### src/rtl/input_debounce_bank.sv
`default_nettype none
// ============================================================================
// Module   : input_debounce_bank
// Brief    : Per-bit 2-flop synchroniser and counter debouncer with one-cycle
//            rise/fall strobes, feeding the gate microtile inputs.
// Revision : 1.0 - initial release
// ============================================================================
module input_debounce_bank #(
    parameter int WIDTH           = 8,
    parameter int DEBOUNCE_CYCLES = 4,
    parameter int CNT_W           = 16
) (
    input  logic             clk,
    input  logic             rst_n,
    input  logic             ena,
    input  logic [WIDTH-1:0] raw_in,
    output logic [WIDTH-1:0] clean_out,
    output logic [WIDTH-1:0] rise_pulse,
    output logic [WIDTH-1:0] fall_pulse,
    output logic             any_change
);

    localparam logic [CNT_W-1:0] c_last = CNT_W'(DEBOUNCE_CYCLES - 1);

    generate
        if ((DEBOUNCE_CYCLES < 1) || (DEBOUNCE_CYCLES > (2 ** CNT_W))) begin : g_cfg_err
            $error("input_debounce_bank: DEBOUNCE_CYCLES out of range 1..2**CNT_W");
        end
    endgenerate

    logic [WIDTH-1:0] r_sync1;
    logic [WIDTH-1:0] r_sync2;
    logic [WIDTH-1:0] r_clean;
    logic [WIDTH-1:0] r_rise;
    logic [WIDTH-1:0] r_fall;
    logic             r_any;
    logic [CNT_W-1:0] r_cnt [WIDTH];

    logic [WIDTH-1:0] w_clean_nxt;
    logic [WIDTH-1:0] w_rise_nxt;
    logic [WIDTH-1:0] w_fall_nxt;
    logic [CNT_W-1:0] w_cnt_nxt [WIDTH];
    logic             w_any_nxt;

    // The counter tracks consecutive enabled edges on which sync2 disagrees
    // with the clean level; clean follows once that run reaches DEBOUNCE_CYCLES.
    always_comb begin
        w_clean_nxt = r_clean;
        w_rise_nxt  = '0;
        w_fall_nxt  = '0;
        for (int i = 0; i < WIDTH; i++) begin
            w_cnt_nxt[i] = r_cnt[i];
            if (ena) begin
                if (r_sync2[i] == r_clean[i]) begin
                    w_cnt_nxt[i] = '0;
                end else if (r_cnt[i] == c_last) begin
                    w_clean_nxt[i] = r_sync2[i];
                    w_cnt_nxt[i]   = '0;
                    w_rise_nxt[i]  = r_sync2[i];
                    w_fall_nxt[i]  = ~r_sync2[i];
                end else begin
                    w_cnt_nxt[i] = r_cnt[i] + CNT_W'(1);
                end
            end
        end
        w_any_nxt = |(w_rise_nxt | w_fall_nxt);
    end

    always_ff @(posedge clk or negedge rst_n) begin
        if (!rst_n) begin
            r_sync1 <= '0;
            r_sync2 <= '0;
            r_clean <= '0;
            r_rise  <= '0;
            r_fall  <= '0;
            r_any   <= 1'b0;
            for (int i = 0; i < WIDTH; i++) begin
                r_cnt[i] <= '0;
            end
        end else begin
            r_sync1 <= raw_in;
            r_sync2 <= r_sync1;
            r_clean <= w_clean_nxt;
            r_rise  <= w_rise_nxt;
            r_fall  <= w_fall_nxt;
            r_any   <= w_any_nxt;
            for (int i = 0; i < WIDTH; i++) begin
                r_cnt[i] <= w_cnt_nxt[i];
            end
        end
    end

    assign clean_out  = r_clean;
    assign rise_pulse = r_rise;
    assign fall_pulse = r_fall;
    assign any_change = r_any;

endmodule
`default_nettype wire
### config.mk
export PLATFORM = sky130hd
export DESIGN_NAME = input_debounce_bank
export DESIGN_NICKNAME = d
export VERILOG_FILES = /design/src/rtl/input_debounce_bank.sv
export SDC_FILE = /design/constraint.sdc
export NUM_CORES = 1
export LEC_CHECK = 0
export BUFFER_PORTS_ARGS = -buffer_cell sky130_fd_sc_hd__buf_2
export CORE_UTILIZATION = 49
export CTS_CLUSTER_SIZE = 16
export DETAILED_ROUTE_END_ITERATION = 6
export PLACE_DENSITY = 0.75
export REMOVE_ABC_BUFFERS = 1
export SLEW_MARGIN = 0
export SYNTH_ARGS = -nofsm -noshare
export SYNTH_HDL_FRONTEND = slang
export SYNTH_SLANG_ARGS = --single-unit
### constraint.sdc
create_clock -name clk -period 2 [get_ports clk]
set_input_delay 0.1 -clock clk [delete_from_list [all_inputs] [get_ports clk]]
set_output_delay 0.1 -clock clk [all_outputs]
set_load 0.01 [all_outputs]
==> run metrics <==
status finished, final reports clean; final instance area 10000 sq um; crit path cell chain nor4_1 > and4_1 > buf_4 > nand2_1 > o22a_1 > o2111ai_1; final worst slack 0.0871 ns; vias in the first global route 6912; setup_tns 0 ns; via count 7312; reg-to-reg slack, setup 0.09 ns; Starting Density 50.6%; skew final 0.0105 ns; final core occ 59.8%; pre-CTS WS -0.401 ns; worst-path fanout max 4; clock root buffer clkbuf_16; Final GP Congestion 0.837; Leakage 4.40 nW; row count 47; Clk Latency, worst-skew pair 0.43 ns; Wirelength per Cell 15.9 microns; TritonCTS buffer count 17; DRC 0; Synth Cell Area 8480 sq um; Seq/Total Area, Yosys 49.9%; placed cell area 9250 sq um; CP Data Arrival Time 2.22 ns; Clk pwr share 34.1%; Detailed Routing Iterations Pass 1 4; Rel. slew slack 48.1%; synthesized flop and latch total 169; switch share 30.5%; TritonCTS clock tree yes; I/O pins 36; Tcrit/Tclk final 95.6%; Crit path largest cell delay 0.41 ns; worst endpoint required time 2.31 ns; initial antenna violation count 1; Setup crit end kind flop; maximum clock rate 523 MHz; r2r endpoint any_change; share of power burned in registers 42.0%; VDD IR-drop max 0.000638 V; Post-Syn Instances 879; Worst Setup Start Kind flop; top cell type's share of synthesized area 49.9%; RR Startpoint r_cnt[90]; ys flop type dfrtp_1; Max H-tree Level 4; DR vias/cell 6.08; EDFF count, synth 0; Core Box Area 16800 sq um; min-delay worst type primary input to asynchronous set/reset pin; DIE WIDTH 134 microns; grt total ovfl 0; layout cell share with drive strength beyond 1 18.3%; total power 0.00967 W; area delta synth->final 18.1%; Final setup viols 0; die height 134 microns; Final min period 1.91 ns; MaxCap Viol Count 0; Sink Count 169; yosys warns 0; drt total wl 19.1 mm; full die area 17800 sq um; Global Route Usage Sum 22.6%; DRT iter0 DRCs 476; fin. max-slew vios 0; WS Path Type flop to flop; port buffer count 35; n_diodes 0; antenna-violating nets left 0; FFs w/ async S/R, synth 100%; Mean Syn Cell Area 9.65 sq um; final hold viol count 0; P per Cell Area 965 nW/um^2; worst slew pin tran 0.777 ns; fill cell count 1389; top post-synthesis cells by area dfrtp_1 50%, a31oi_1 5.2%, nand2_1 3.8%, o21ai_0 3.1%, nand3_1 3.0%; Synth cell types 63; P_int 0.00671 W; sw power 0.00295 W; hpwl dp 12.7 mm; largest net degree at the start of global routing 57; clk slew on worst S/H paths 0.06 ns; CP max stage cell dfrtp_1; Nets 990; Comb pwr share 23.9%; Yosys top cell by area dfrtp_1; first-pass GRT wire length 32.8 mm; reg2reg path depth 6; Longest Clk Path Bufs 2
## worst max-delay path: cells and delay by family (launching register included)
kind,cells,cell delay (ns)
flops,1,0.41
simple gates,3,0.82
buf+inv,1,0.15
compound gates,2,0.42
## layout make-up
type / count / area, sq um / area share, %
flip-flops and latches: 169 / 4230 / 42.2
clock buffers: 18 / 429 / 4.28
inverters: 17 / 63.8 / 0.637
clock inverters: 12 / 154 / 1.54
repair buffers: 116 / 842 / 8.40
multi-input cells: 650 / 4030 / 40.2
well taps: 220 / 275 / 2.75
## cell usage in the layout (no fill, tap or decap), drive strengths merged, types with 4 or more instances in the layout
| master | count |
|---|---|
| a21o | 7 |
| nor4b | 8 |
| dfrtp | 169 |
| nor3b | 21 |
| nor3 | 30 |
| nand2b | 4 |
| ha | 8 |
| o31ai | 8 |
| xnor2 | 7 |
| o21a | 4 |
| xor2 | 7 |
| nor2 | 51 |
| mux2i | 10 |
| nand3 | 51 |
| and4 | 12 |
| a41oi | 12 |
| buf | 106 |
| mux2 | 8 |
| a22o | 17 |
| a31oi | 70 |
| or2 | 12 |
| and3 | 24 |
| nand4 | 24 |
| clkinv | 6 |
| nor4 | 25 |
| dlygate4sd3 | 10 |
| or3 | 13 |
| o21ai | 55 |
| inv | 17 |
| a211o | 5 |
| a21oi | 41 |
| nand2 | 85 |
| clkbuf | 18 |
## worst max-delay path by stage
stage                      end  startpoint
finish              any_change   r_cnt[90]
global route        r_cnt[119]  r_cnt[112]
CTS                  r_cnt[87]   r_cnt[90]
detailed placement   r_cnt[37]   r_cnt[32]
global placement     r_cnt[38]   r_cnt[32]
floorplan            r_cnt[37]   r_cnt[32]
## metal layers
| layer | GRT usage [%] | vias up | routed length (microns) |
|---|---|---|---|
| met5 | 0 | - | 13 |
| met4 | 7.13 | 2 | 277 |
| met3 | 5.21 | 28 | 801 |
| met2 | 35.9 | 168 | 8890 |
| met1 | 30.8 | 3598 | 9160 |
| li1 | - | 3516 | - |
## per-stage QoR
step / hold slack [ns] / cells
2_1_floorplan: -0.196 / 835
3_3_place_gp: 0.107 / 1158
3_5_place_dp: 0.112 / 1158
4_1_cts: 0.236 / 1198
5_1_grt: 0.256 / 1202
6_report: 0.213 / 1202
## what timing repair did
| item | in CTS | in global routing |
|---|---|---|
| resized for setup | 6 | 15 |
| setup buffers | 0 | 3 |
| setup endpoints to repair | 30 | 40 |
| pin swaps | 0 | 1 |
| gates cloned | 0 | 1 |
| hold buffers | 10 | 0 |
| endpoints found under the hold margin | 65 | 0 |
## power groups by stage
stage	sequential, W	combinational [W]	clock, W
3_3_place_gp	0.00409	0.00212	0
3_5_place_dp	0.00411	0.00218	0
5_1_grt	0.00411	0.00257	0.00350
6_report	0.00406	0.00231	0.00330
4_1_cts	0.00405	0.00223	0.00335
2_1_floorplan	0.00414	0.00123	0
## sequential cells by signal (all words and copies together) (netlist names)
| signal | flops |
|---|---|
| rise_pulse | 8 |
| fall_pulse | 8 |
| any_change | 1 |
| r_sync1 | 8 |
| r_sync2 | 8 |
| r_cnt | 128 |
| clean_out | 8 |
## kinds of logic (layout without fill, tap and decap cells)
family          count (synthesis)  count (layout)  share of synthesized area, %
compound gates                244             244                          18.7
xor+xnor                       14              14                          1.45
fa+ha+maj                       8               8                          1.18
buf+inv                        61             163                          3.47
flops                         169             169                          49.9
mux                            18              18                          2.24
simple gates                  365             366                          23.1
## synth_stat cells, types with 7 or more instances
library cell / n
a21o_1: 7
a21oi_1: 41
a22o_1: 17
a31oi_1: 70
a41oi_1: 12
and3_1: 24
and4_1: 11
buf_2: 19
clkbuf_1: 14
dfrtp_1: 169
ha_1: 8
inv_1: 16
mux2_2: 8
mux2i_1: 10
nand2_1: 85
nand3_1: 51
nand4_1: 24
nor2_1: 45
nor3_1: 29
nor3b_1: 21
nor4_1: 23
nor4b_1: 8
o21ai_0: 53
o31ai_1: 8
or2_1: 8
or3_1: 11
xnor2_1: 7
xor2_1: 7
Note: power is estimated with default switching activity, not from simulation.
